--- src/rtl/anc_stream_driver.sv ---
// anc_stream_driver: paces FIFO'd {e,x,a,u} frames into the ANC core per sample_tick and captures its output.
module anc_stream_driver #(
    parameter int DEPTH   = 4,
    parameter int TIMEOUT = 1023
) (
    input  logic        clk,
    input  logic        rst,
    input  logic        wr_valid,
    output logic        wr_ready,
    input  logic [15:0] wr_e,
    input  logic [15:0] wr_x,
    input  logic [15:0] wr_a,
    input  logic [15:0] wr_u,
    input  logic        sample_tick,
    output logic        in_valid,
    input  logic        controller_ready,
    output logic [15:0] e_in,
    output logic [15:0] x_in,
    output logic [15:0] a_in,
    output logic [15:0] u_in,
    input  logic [15:0] out_sample,
    input  logic        out_valid,
    output logic [15:0] rd_sample,
    output logic        rd_valid,
    output logic        underrun,
    output logic        overrun,
    output logic        timeout,
    output logic        spurious,
    output logic [15:0] frame_cnt
);
    localparam int AW = $clog2(DEPTH);
    localparam int TW = $clog2(TIMEOUT + 1);

    typedef enum logic [1:0] {IDLE, LAUNCH, WAIT_OUT} state_t;

    state_t        state;
    logic [63:0]   mem [DEPTH];
    logic [AW:0]   wp, rp;
    logic [TW-1:0] timer;
    logic          empty, full, push, pop;

    assign empty    = wp == rp;
    assign full     = (wp[AW] != rp[AW]) && (wp[AW-1:0] == rp[AW-1:0]);
    assign wr_ready = !full;
    assign push     = wr_valid && !full;
    assign pop      = state == IDLE && sample_tick && !empty;

    always_ff @(posedge clk)
        if (push) mem[wp[AW-1:0]] <= {wr_e, wr_x, wr_a, wr_u};

    always_ff @(posedge clk) begin
        if (rst) begin
            state     <= IDLE;
            wp        <= '0;
            rp        <= '0;
            timer     <= '0;
            in_valid  <= 1'b0;
            e_in      <= '0;
            x_in      <= '0;
            a_in      <= '0;
            u_in      <= '0;
            rd_sample <= '0;
            rd_valid  <= 1'b0;
            underrun  <= 1'b0;
            overrun   <= 1'b0;
            timeout   <= 1'b0;
            spurious  <= 1'b0;
            frame_cnt <= '0;
        end else begin
            underrun <= state == IDLE && sample_tick && empty;
            overrun  <= state != IDLE && sample_tick;
            spurious <= state != WAIT_OUT && out_valid;
            rd_valid <= state == WAIT_OUT && out_valid;
            timeout  <= state == WAIT_OUT && !out_valid && timer == TW'(TIMEOUT - 1);
            if (push) wp <= wp + (AW+1)'(1);
            if (pop) rp <= rp + (AW+1)'(1);
            case (state)
                IDLE: if (pop) begin
                    {e_in, x_in, a_in, u_in} <= mem[rp[AW-1:0]];
                    in_valid <= 1'b1;
                    state    <= LAUNCH;
                end
                LAUNCH: if (controller_ready) begin
                    in_valid  <= 1'b0;
                    frame_cnt <= frame_cnt + 16'd1;
                    timer     <= '0;
                    state     <= WAIT_OUT;
                end
                WAIT_OUT: begin
                    if (out_valid) begin
                        rd_sample <= out_sample;
                        state     <= IDLE;
                    end else if (timer == TW'(TIMEOUT - 1))
                        state <= IDLE;
                    else
                        timer <= timer + TW'(1);
                end
                default: state <= IDLE;
            endcase
        end
    end
endmodule

--- config.mk ---
export PLATFORM = sky130hd
export DESIGN_NAME = anc_stream_driver
export DESIGN_NICKNAME = d
export VERILOG_FILES = /design/src/rtl/anc_stream_driver.sv
export SDC_FILE = /design/constraint.sdc
export NUM_CORES = 1
export LEC_CHECK = 0
export ABC_CLOCK_PERIOD_IN_PS = 4200
export CORE_MARGIN = 10
export CORE_UTILIZATION = 53
export CTS_CLUSTER_SIZE = 40
export DETAILED_ROUTE_END_ITERATION = 10
export GPL_ROUTABILITY_DRIVEN = 0
export GPL_TIMING_DRIVEN = 0
export PLACE_DENSITY = 0.78
export SLEW_MARGIN = 20
export SYNTH_ARGS = -nofsm -noshare
export SYNTH_HDL_FRONTEND = slang
export SYNTH_SLANG_ARGS = --single-unit
--- constraint.sdc ---
create_clock -name clk -period 4.2 [get_ports clk]
set_input_delay 0.63 -clock clk [delete_from_list [all_inputs] [get_ports clk]]
set_output_delay 0.63 -clock clk [all_outputs]
set_load 0.005 [all_outputs]
Word-level counts from Yosys, hierarchy flattened
Memory sizes are Yosys's and may differ from the RTL's. A register that Yosys moved wholly into a read port is not among the register bits.
Index checks and enable logic that the tools add are counted.
- memories kept: 1
- word-level logic and storage cells: 66
- flip-flop bits (word level): 56
- input bits: 86
- memory bits (writable): 256
- output and inout port bits: 103
- bits in latches: 0
- bits in read-only memories: 0
- bitwise gates (word level): 0
- eq/ne operators: 12
- order comparisons: 0
- shift-type cells: 0
- add/sub/neg operators: 4
- multiplexer cells: 14
- reductions and logical operators: 23
- div/mod/pow operators: 0
- multipliers: 0
- memory list (memory ; words ; bits a word ; read ports ; clocked after memory_dff ; wr ports ; RTL line ; source):
    mem ; 4 ; 64 ; 1 ; 1 ; 1 ; 37 ; logic [63:0] mem [DEPTH];
- operator list (operator ; number):
    $mux 10 ; 3
    $pmux 10 s2 ; 1
    $add 16x1->16 const B ; 1
    $add 10x1->10 const B ; 1
    $eq 10x10->1 const B ; 1
    $logic_and 1x1->1 ; 10
    $ne 2x2->1 const B ; 5
    $mux 2 ; 4
    $add 3x1->3 const B ; 2
    $pmux 2 s3 ; 1
    $reduce_and 2->1 ; 3
    $reduce_and 3->1 ; 2
    $reduce_bool 2->1 ; 3
    $mux 1 ; 4
    $reduce_and 4->1 ; 1
    $eq 3x3->1 ; 1
    $logic_not 1->1 ; 3
    $ne 3x2->1 const B ; 1
    $eq 2x1->1 const B ; 1
    $eq 2x2->1 ; 1
    $eq 2x2->1 const B ; 1
    $logic_not 2->1 ; 1
    $pmux 1 s2 ; 1
    $ne 1x1->1 ; 1

Longest topological paths before layout
Gate-level depths: netlist of run 1.
- word-level depth: 6
- gate-level depth with buffers: 7

Worst setup path before layout of run 1
OpenSTA, ideal clock, no wires.
- path kind: flip-flop to flip-flop
- start: register wp[1]
- end: memory mem[0][0] (enable)
- arrival time: 2.548 ns
- clock period less this slack: 2.977 ns
- setup slack: 1.223 ns
- cell stages (with the launch flop): 5
- data required time: 3.771 ns
- library setup time: 0.429 ns
- path through: dfxtp_1 -> xor2_1 -> nor2_1 -> a21boi_0 -> and2_1
- cells in the longest elaborated chain, start to end: 6
- RTL lines (element ; RTL line ; source):
    start: declaration ; 38 ; logic [AW:0] wp, rp;
    start signal: assignment ; 75 ; if (push) wp <= wp + (AW+1)'(1);
    $eq 2x2->1 ; 43 ; assign full = (wp[AW] != rp[AW]) && (wp[AW-1:0] == rp[AW-1:0]);
    $logic_and 1x1->1 ; 43 ;
    $logic_not 1->1 ; 45 ; assign push = wr_valid && !full;
    $logic_and 1x1->1 ; 45 ;
    $mux 1 ; 49 ; if (push) mem[wp[AW-1:0]] <= {wr_e, wr_x, wr_a, wr_u};
    $mux 1 (implied by the code) ; 49 ;
    end: declaration ; 37 ;
Parallel ways exist; a longest one is shown, timed or not.

Final worst setup path of run 1
- start: register rp[0]
- end: output wr_ready
- cells in the longest elaborated chain, start to end: 3
- RTL lines (element ; RTL line ; source):
    start: declaration ; 38 ;
    start signal: assignment ; 76 ; if (pop) rp <= rp + (AW+1)'(1);
    $eq 2x2->1 ; 43 ;
    $logic_and 1x1->1 ; 43 ;
    $logic_not 1->1 ; 44 ; assign wr_ready = !full;
    end: declaration ; 9 ; output logic wr_ready,
Every way passes these cells.

==> summary.md, run 1 <==
| Metric | Value |
|---|---|
| Worst-path clk slew | `0.06 ns` |
| Mean post-synth cell area | `15.3 sq um` |
| Clk sinks | `376` |
| Peak supply drop | `438 uV` |
| Synth Cell Area | `13800 sq um` |
| Setup TNS | `0 ns` |
| Sequential area share after synthesis | `0.730` |
| Routed len/inst | `20.4 microns` |
| Routed Antenna Nets | `0` |
| Die width | `182 microns` |
| Clk_skew | `0.0174 ns` |
| Post-Synthesis Cells | `903` |
| Total power | `8.80 mW` |
| Largest net degree at the start of global routing | `51` |
| Cell variety after synth | `46` |
| Post-synth ARST share | `0` |
| Clock latency on the worst-skew pair | `0.52 ns` |
| Share of layout cells above drive strength 1 | `0.116` |
| Clock Tree Buf Depth | `3` |
| CTS H-tree depth | `2` |
| Die span in y | `182 microns` |
| Non-filler cells, final | `1497` |
| Top post-synthesis cells by area | `edfxtp_1, dfxtp_1, mux4_2` |
| GR Util All Layers | `0.183` |
| Slew margin rel. | `0.428` |
| Synth-to-layout area growth | `25.7%` |
| Starting Density | `0.535` |
| Slew @ Worst Pin | `0.857 ns` |
| Drt drc | `0` |
| Final Util | `0.673` |
| TritonCTS clock tree | `built` |
| Pre-antenna DRT Iters | `4` |
| Status | `completed` |
| Fmax | `0.378 GHz` |
| Final WL | `30600 microns` |
| GR Overflow Total | `0` |
| Critical Path Fanout Max | `5` |
| CTS Buf Count | `38` |
| Fin. Hold Viols | `0` |
| Top-area cell type share of the netlist area | `0.556` |
| Main synth FF type | `edfxtp_1` |
| Final worst-path cycle share | `0.629` |
| DR vias | `8298` |
| Leading area contributor after synthesis | `edfxtp_1` |
| Slew Limit Fails | `0` |
| Startpoint types | `flip-flop` |
| Nets@finish | `1228` |
| Crit Path Category | `flip-flop to output port` |
| Warnings, synthesis | `0` |
| FP Rows | `59` |
| Detailed Route Iter0 Violations | `496` |
| Pwr/cell area | `507 nW/um^2` |
| Most common cell after layout, fill and taps aside | `edfxtp_1` |
| Final setup viols | `0` |
| Vias in the first global route | `8573` |
| Worst EP arrival | `2.01 ns` |
| Fillers | `1825` |
| Max Cap Viol | `0` |
| Tmin final | `2.64 ns` |
| Placed cells | `1429` |
| CTS resizes | `0` |
| Post-DP HPWL | `20100 microns` |
| CORE AREA | `25800 sq um` |
| Full die area | `32900 sq um` |
| Syn nets | `997` |
| Hold Crit Class | `flip-flop to flip-flop` |
| IO Count | `189` |
| Synthesis-stage register bit count | `376` |
| RSZ-0062 raised after global routing | `false` |
| Post-CTS Hold Fix Bufs | `0` |
| Initial antenna violation count | `3` |
| Root buf cell | `clkbuf_16` |
| Number of enable flip-flop cells after synthesis | `256` |
| Most frequent cells in the layout | `edfxtp_1, clkdlybuf4s50_1, nand2_1` |
| Final hold slack | `0.453 ns` |
| Type of destination of the critical path | `output port` |
| CP Data Required Time | `3.57 ns` |
| Pleak | `5.62 nW` |
| First-pass GRT wire length | `48100 microns` |
| Port Buffer Count | `187` |
| Vias/cell | `5.54` |
| Post-CTS setup buffer count | `0` |
-- stage by stage --
| stage | worst slack (ns) | instance area (sq um) |
|---|---|---|
| 2_1_floorplan | 1.22 | 13800 |
| 3_5_place_dp | 1.54 | 16200 |
| 4_1_cts | 1.55 | 17400 |
| 5_1_grt | 1.42 | 17400 |
| 6_report | 1.56 | 17400 |
| 3_3_place_gp | -0.424 | 16100 |
-- synth_stat cells (all sizes together), types with 2 or more instances --
cell type,n
edfxtp,256
clkbuf,32
o21ai,10
or4,4
a31o,2
and4,3
a21oi,100
o311ai,2
dfxtp,120
and2,5
nand4,7
a31oi,2
a311oi,2
buf,18
nand3,8
nor4,2
nor3,6
or3,9
mux4,64
xor2,8
inv,12
o2111ai,3
nor2,16
o31ai,8
xnor2,5
ha,8
nand2,176
-- state kept, by name (all words and copies together), names as in the netlist, 2 cells and up --
register,cells
u_in,16
frame_cnt,16
timer,10
mem,256
wp,3
rp,3
rd_sample,16
state,2
x_in,16
e_in,16
a_in,16
-- worst max-delay path: stages (launching register included) --
cell and delay, ns:
dfxtp_1 0.41, xor2_1 0.35, nor2_1 0.12, nand2_1 0.09
clkdlybuf4s50_1 0.54
-- kinds of logic after synthesis --
group                      count (synthesis)  share of synthesized area
DFF                                      376                      0.730
xor gates and xnor gates                  13                    0.00824
buffers and inverters                     62                     0.0189
AOI/OAI and AO/OA                        134                     0.0540
adders and majority gates                  8                    0.00724
and+or+nand+nor                          245                     0.0768
muxes                                     65                      0.105
-- layer usage --
metal / GRT usage / wire (microns) / vias up
met4: 0.0508 / 664 / 2
li1: - / - / 3868
met1: 0.227 / 12500 / 4107
met2: 0.310 / 15300 / 271
met3: 0.0467 / 2130 / 50
met5: 0 / 9 / -
-- final cells by class --
class | instances | area, sq um | share of cell area
flip-flops and latches | 376 | 10100 | 0.581
multi-input cells | 465 | 3480 | 0.200
repair buffers | 191 | 1980 | 0.114
clock buffers | 60 | 1100 | 0.0636
well taps | 335 | 419 | 0.0241
plain buffers | 50 | 216 | 0.0125
inverters | 12 | 47.5 | 0.00274
clock inverters | 6 | 33.8 | 0.00194
diodes | 2 | 5.00 | 0.000288
-- report_power, final --
| group | switching (mW) | leakage (nW) | internal [mW] |
|---|---|---|---|
| logic | 0.684 | 1.74 | 0.694 |
| clock network | 1.30 | 0.553 | 1.80 |
| registers | 0.111 | 3.32 | 4.22 |
-- path summary, 6_finish.rpt --
kind	start	endpoint	slack (ns)	depth (start not counted)
worst max register to register	wp[1]	e_in[4]	1.66	6
worst min register to register	rd_sample[13]	rd_sample[13]	0.45	2
worst min-delay path	rd_sample[13]	rd_sample[13]	0.45	2
worst max-delay path	rp[0]	wr_ready	1.56	4
No activity file was read; power rests on OpenSTA's default activity.
==> run 2: changes to the inputs <==
- ABC_CLOCK_PERIOD_IN_PS: 4200 -> 2100
- CORE_UTILIZATION: 53 -> 49
- PLACE_DENSITY: 0.78 -> 0.75
- clock period: 4.2 -> 2.1 ns (I/O delays scaled with it)
==> summary.md, run 2 (synthesized netlist as in run 1, its figures left out) <==
| Metric | Value |
|---|---|
| Status | `completed` |
| Full die area | `35300 sq um` |
| WHS Path Cells | `3` |
| Die span in y | `188 microns` |
| Starting Density | `0.498` |
| Crit path from | `state[0]` |
| Hold endpoint | `rd_sample[6]` |
| Startpoint types | `flip-flop` |
| HP Start | `out_sample[6]` |
| Fmax | `0.507 GHz` |
| Met2 routed WL | `15700 microns` |
| Slowest stage cell on the critical path | `or4b_1` |
| Vias in the first global route | `8807` |
| Initial antenna violation count | `4` |
| Switching Fraction | `0.239` |
| Clock latency on the worst-skew pair | `0.51 ns` |
| Crit Path Category | `flip-flop to flip-flop` |
| Reg2Reg Depth | `7` |
| CORE AREA | `27800 sq um` |
| Slew @ Worst Pin | `0.732 ns` |
| IO Count | `189` |
| Critical path cell sequence | `buf_6, or3b_1, buf_2, a31o_1, buf_6, or4b_1, a21oi_1` |
| Clock Tree Buf Depth | `3` |
| Drt drc | `0` |
| Placed cells | `1473` |
| TritonCTS clock tree | `built` |
| Worst EP arrival | `2.41 ns` |
| Hold Crit Class | `input port to flip-flop` |
| Met3 WL | `2340 microns` |
| Area occupied by multi-input gates | `3560 sq um` |
| Final setup viols | `0` |
| Finished Cell Area | `17700 sq um` |
| Largest net degree at the start of global routing | `48` |
| Synth-to-layout area growth | `27.8%` |
| RSZ-0062 raised after global routing | `false` |
| Non-filler cells, final | `1556` |
| Routed len/inst | `20.3 microns` |
| FP Rows | `61` |
| Worst R2R End | `timer[1]` |
| Fin. Hold Viols | `0` |
| Met1 Wirelength | `13100 microns` |
| Nets@finish | `1241` |
| Tmin final | `1.97 ns` |
| Critical Path Fanout Max | `9` |
| Cell-internal power | `13.6 mW` |
| Worst-path clk slew | `0.06 ns` |
| DR vias | `8471` |
| Final WL | `31600 microns` |
| Max reg flops | `256` |
| First-pass GRT wire length | `49300 microns` |
| GR Util All Layers | `0.175` |
| Type of destination of the critical path | `flip-flop` |
| Root buf cell | `clkbuf_16` |
| CP Data Required Time | `2.53 ns` |
| Slew Limit Fails | `0` |
| Most common cell after layout, fill and taps aside | `edfxtp_1` |
| Die width | `188 microns` |
| Sequential cell area | `10100 sq um` |
| Detailed Route Iter0 Violations | `442` |
| Routed Antenna Nets | `0` |
| Clock Power Share | `0.353` |
| Most frequent cells in the layout | `edfxtp_1, clkdlybuf4s50_1, nand2_1` |
| Post-DP HPWL | `20500 microns` |
| R2r startpoint | `state[0]` |
| Switch Pwr | `4.27 mW` |
| Combinational power share | `0.163` |
| Clk sinks | `376` |
| Share of layout cells above drive strength 1 | `0.150` |
| Flop pwr share | `0.484` |
| Top sig layer | `met5` |
| Area after DPL | `16300 sq um` |
| Final hold slack | `0.360 ns` |
| Final worst-path cycle share | `0.940` |
| GR Overflow Total | `0` |
| CTS H-tree depth | `2` |
| Reg-to-reg slack, setup | `0.13 ns` |
| Max Cap Viol | `0` |
| Slew margin rel. | `0.512` |
| Setup TNS | `0 ns` |
| Cell repeated most along the worst path | `buf_6` |
| Peak supply drop | `785 uV` |
| Pleak | `5.74 nW` |
| Post-CTS Hold Fix Bufs | `0` |
| Pwr/cell area | `1010 nW/um^2` |
| Pre-antenna DRT Iters | `5` |
| Clk_skew | `0.0148 ns` |
| Vias/cell | `5.44` |
| Delay of the slowest critical-path stage | `0.46 ns` |
| Fillers | `2033` |
| Port Buffer Count | `187` |
| CTS Buf Count | `38` |
-- run 2: cell types whose count changed in the layout (fill, tap and decap cells not counted), sizes merged --
cell,delta
bufinv,+2
buf,+10
clkinvlp,+1
clkinv,+7
and2,+1
clkdlybuf4s50,-1
dlymetal6s2s,+1
clkbuf,-4
inv,-1
-- run 2: layout make-up --
cell class	count	area share
Inverter	12	0.00276
Timing Repair Buffer	203	0.118
Clock inverter	15	0.00687
Clock buffer	54	0.0584
Sequential cell	376	0.571
Tap cell	378	0.0268
Antenna cell	2	0.000283
Multi-Input combinational cell	466	0.201
Buffer	50	0.0147
-- run 2: what timing repair did --
item,4_1_cts,5_1_grt
gates cloned,0,1
resized for setup,23,25
setup buffers,7,4
setup endpoints to repair,255,140
pin swaps,4,4
-- run 2: power groups by stage --
stage / Sequential, mW / Combinational, mW / Clock [mW]
after floorplan: 8.77 / 1.57 / 0
after global placement: 8.79 / 2.75 / 0
after detailed placement: 8.80 / 2.82 / 0
after CTS: 8.65 / 2.92 / 6.44
after global routing: 8.70 / 3.17 / 6.77
final: 8.65 / 2.90 / 6.30
-- run 2: stage by stage --
| step | total power [mW] | setup WS, ns | util |
|---|---|---|---|
| final | 17.9 | 0.127 | 0.636 |
| after CTS | 18.0 | -0.0138 | 0.633 |
| after floorplan | 10.3 | -0.244 | - |
| after global routing | 18.6 | 0.0104 | 0.636 |
| after global placement | 11.5 | -1.17 | 0.583 |
| after detailed placement | 11.6 | -0.427 | 0.587 |
-- run 2: how the worst max path moves through the flow --
stage,depth (start not counted),slack [ns],to
5_1_grt,5,0.01,a_in[0]
6_report,7,0.13,timer[1]
3_5_place_dp,6,-0.43,a_in[8]
2_1_floorplan,3,-0.24,mem[3][0]
4_1_cts,6,-0.01,u_in[15]
3_3_place_gp,3,-1.17,mem[3][49]
-- run 2: critical path, delay by kind of cell, from the launching register on --
family	cells	cell delay (ns)
DFF	1	0.31
and+or+nand+nor	2	0.82
buffers and inverters	3	0.43
AOI/OAI and AO/OA	2	0.34
-- run 2: layer usage --
layer	up-vias	track usage
li1	3892	-
met1	4266	0.215
met2	264	0.299
met3	45	0.0516
met4	4	0.0418
met5	-	0
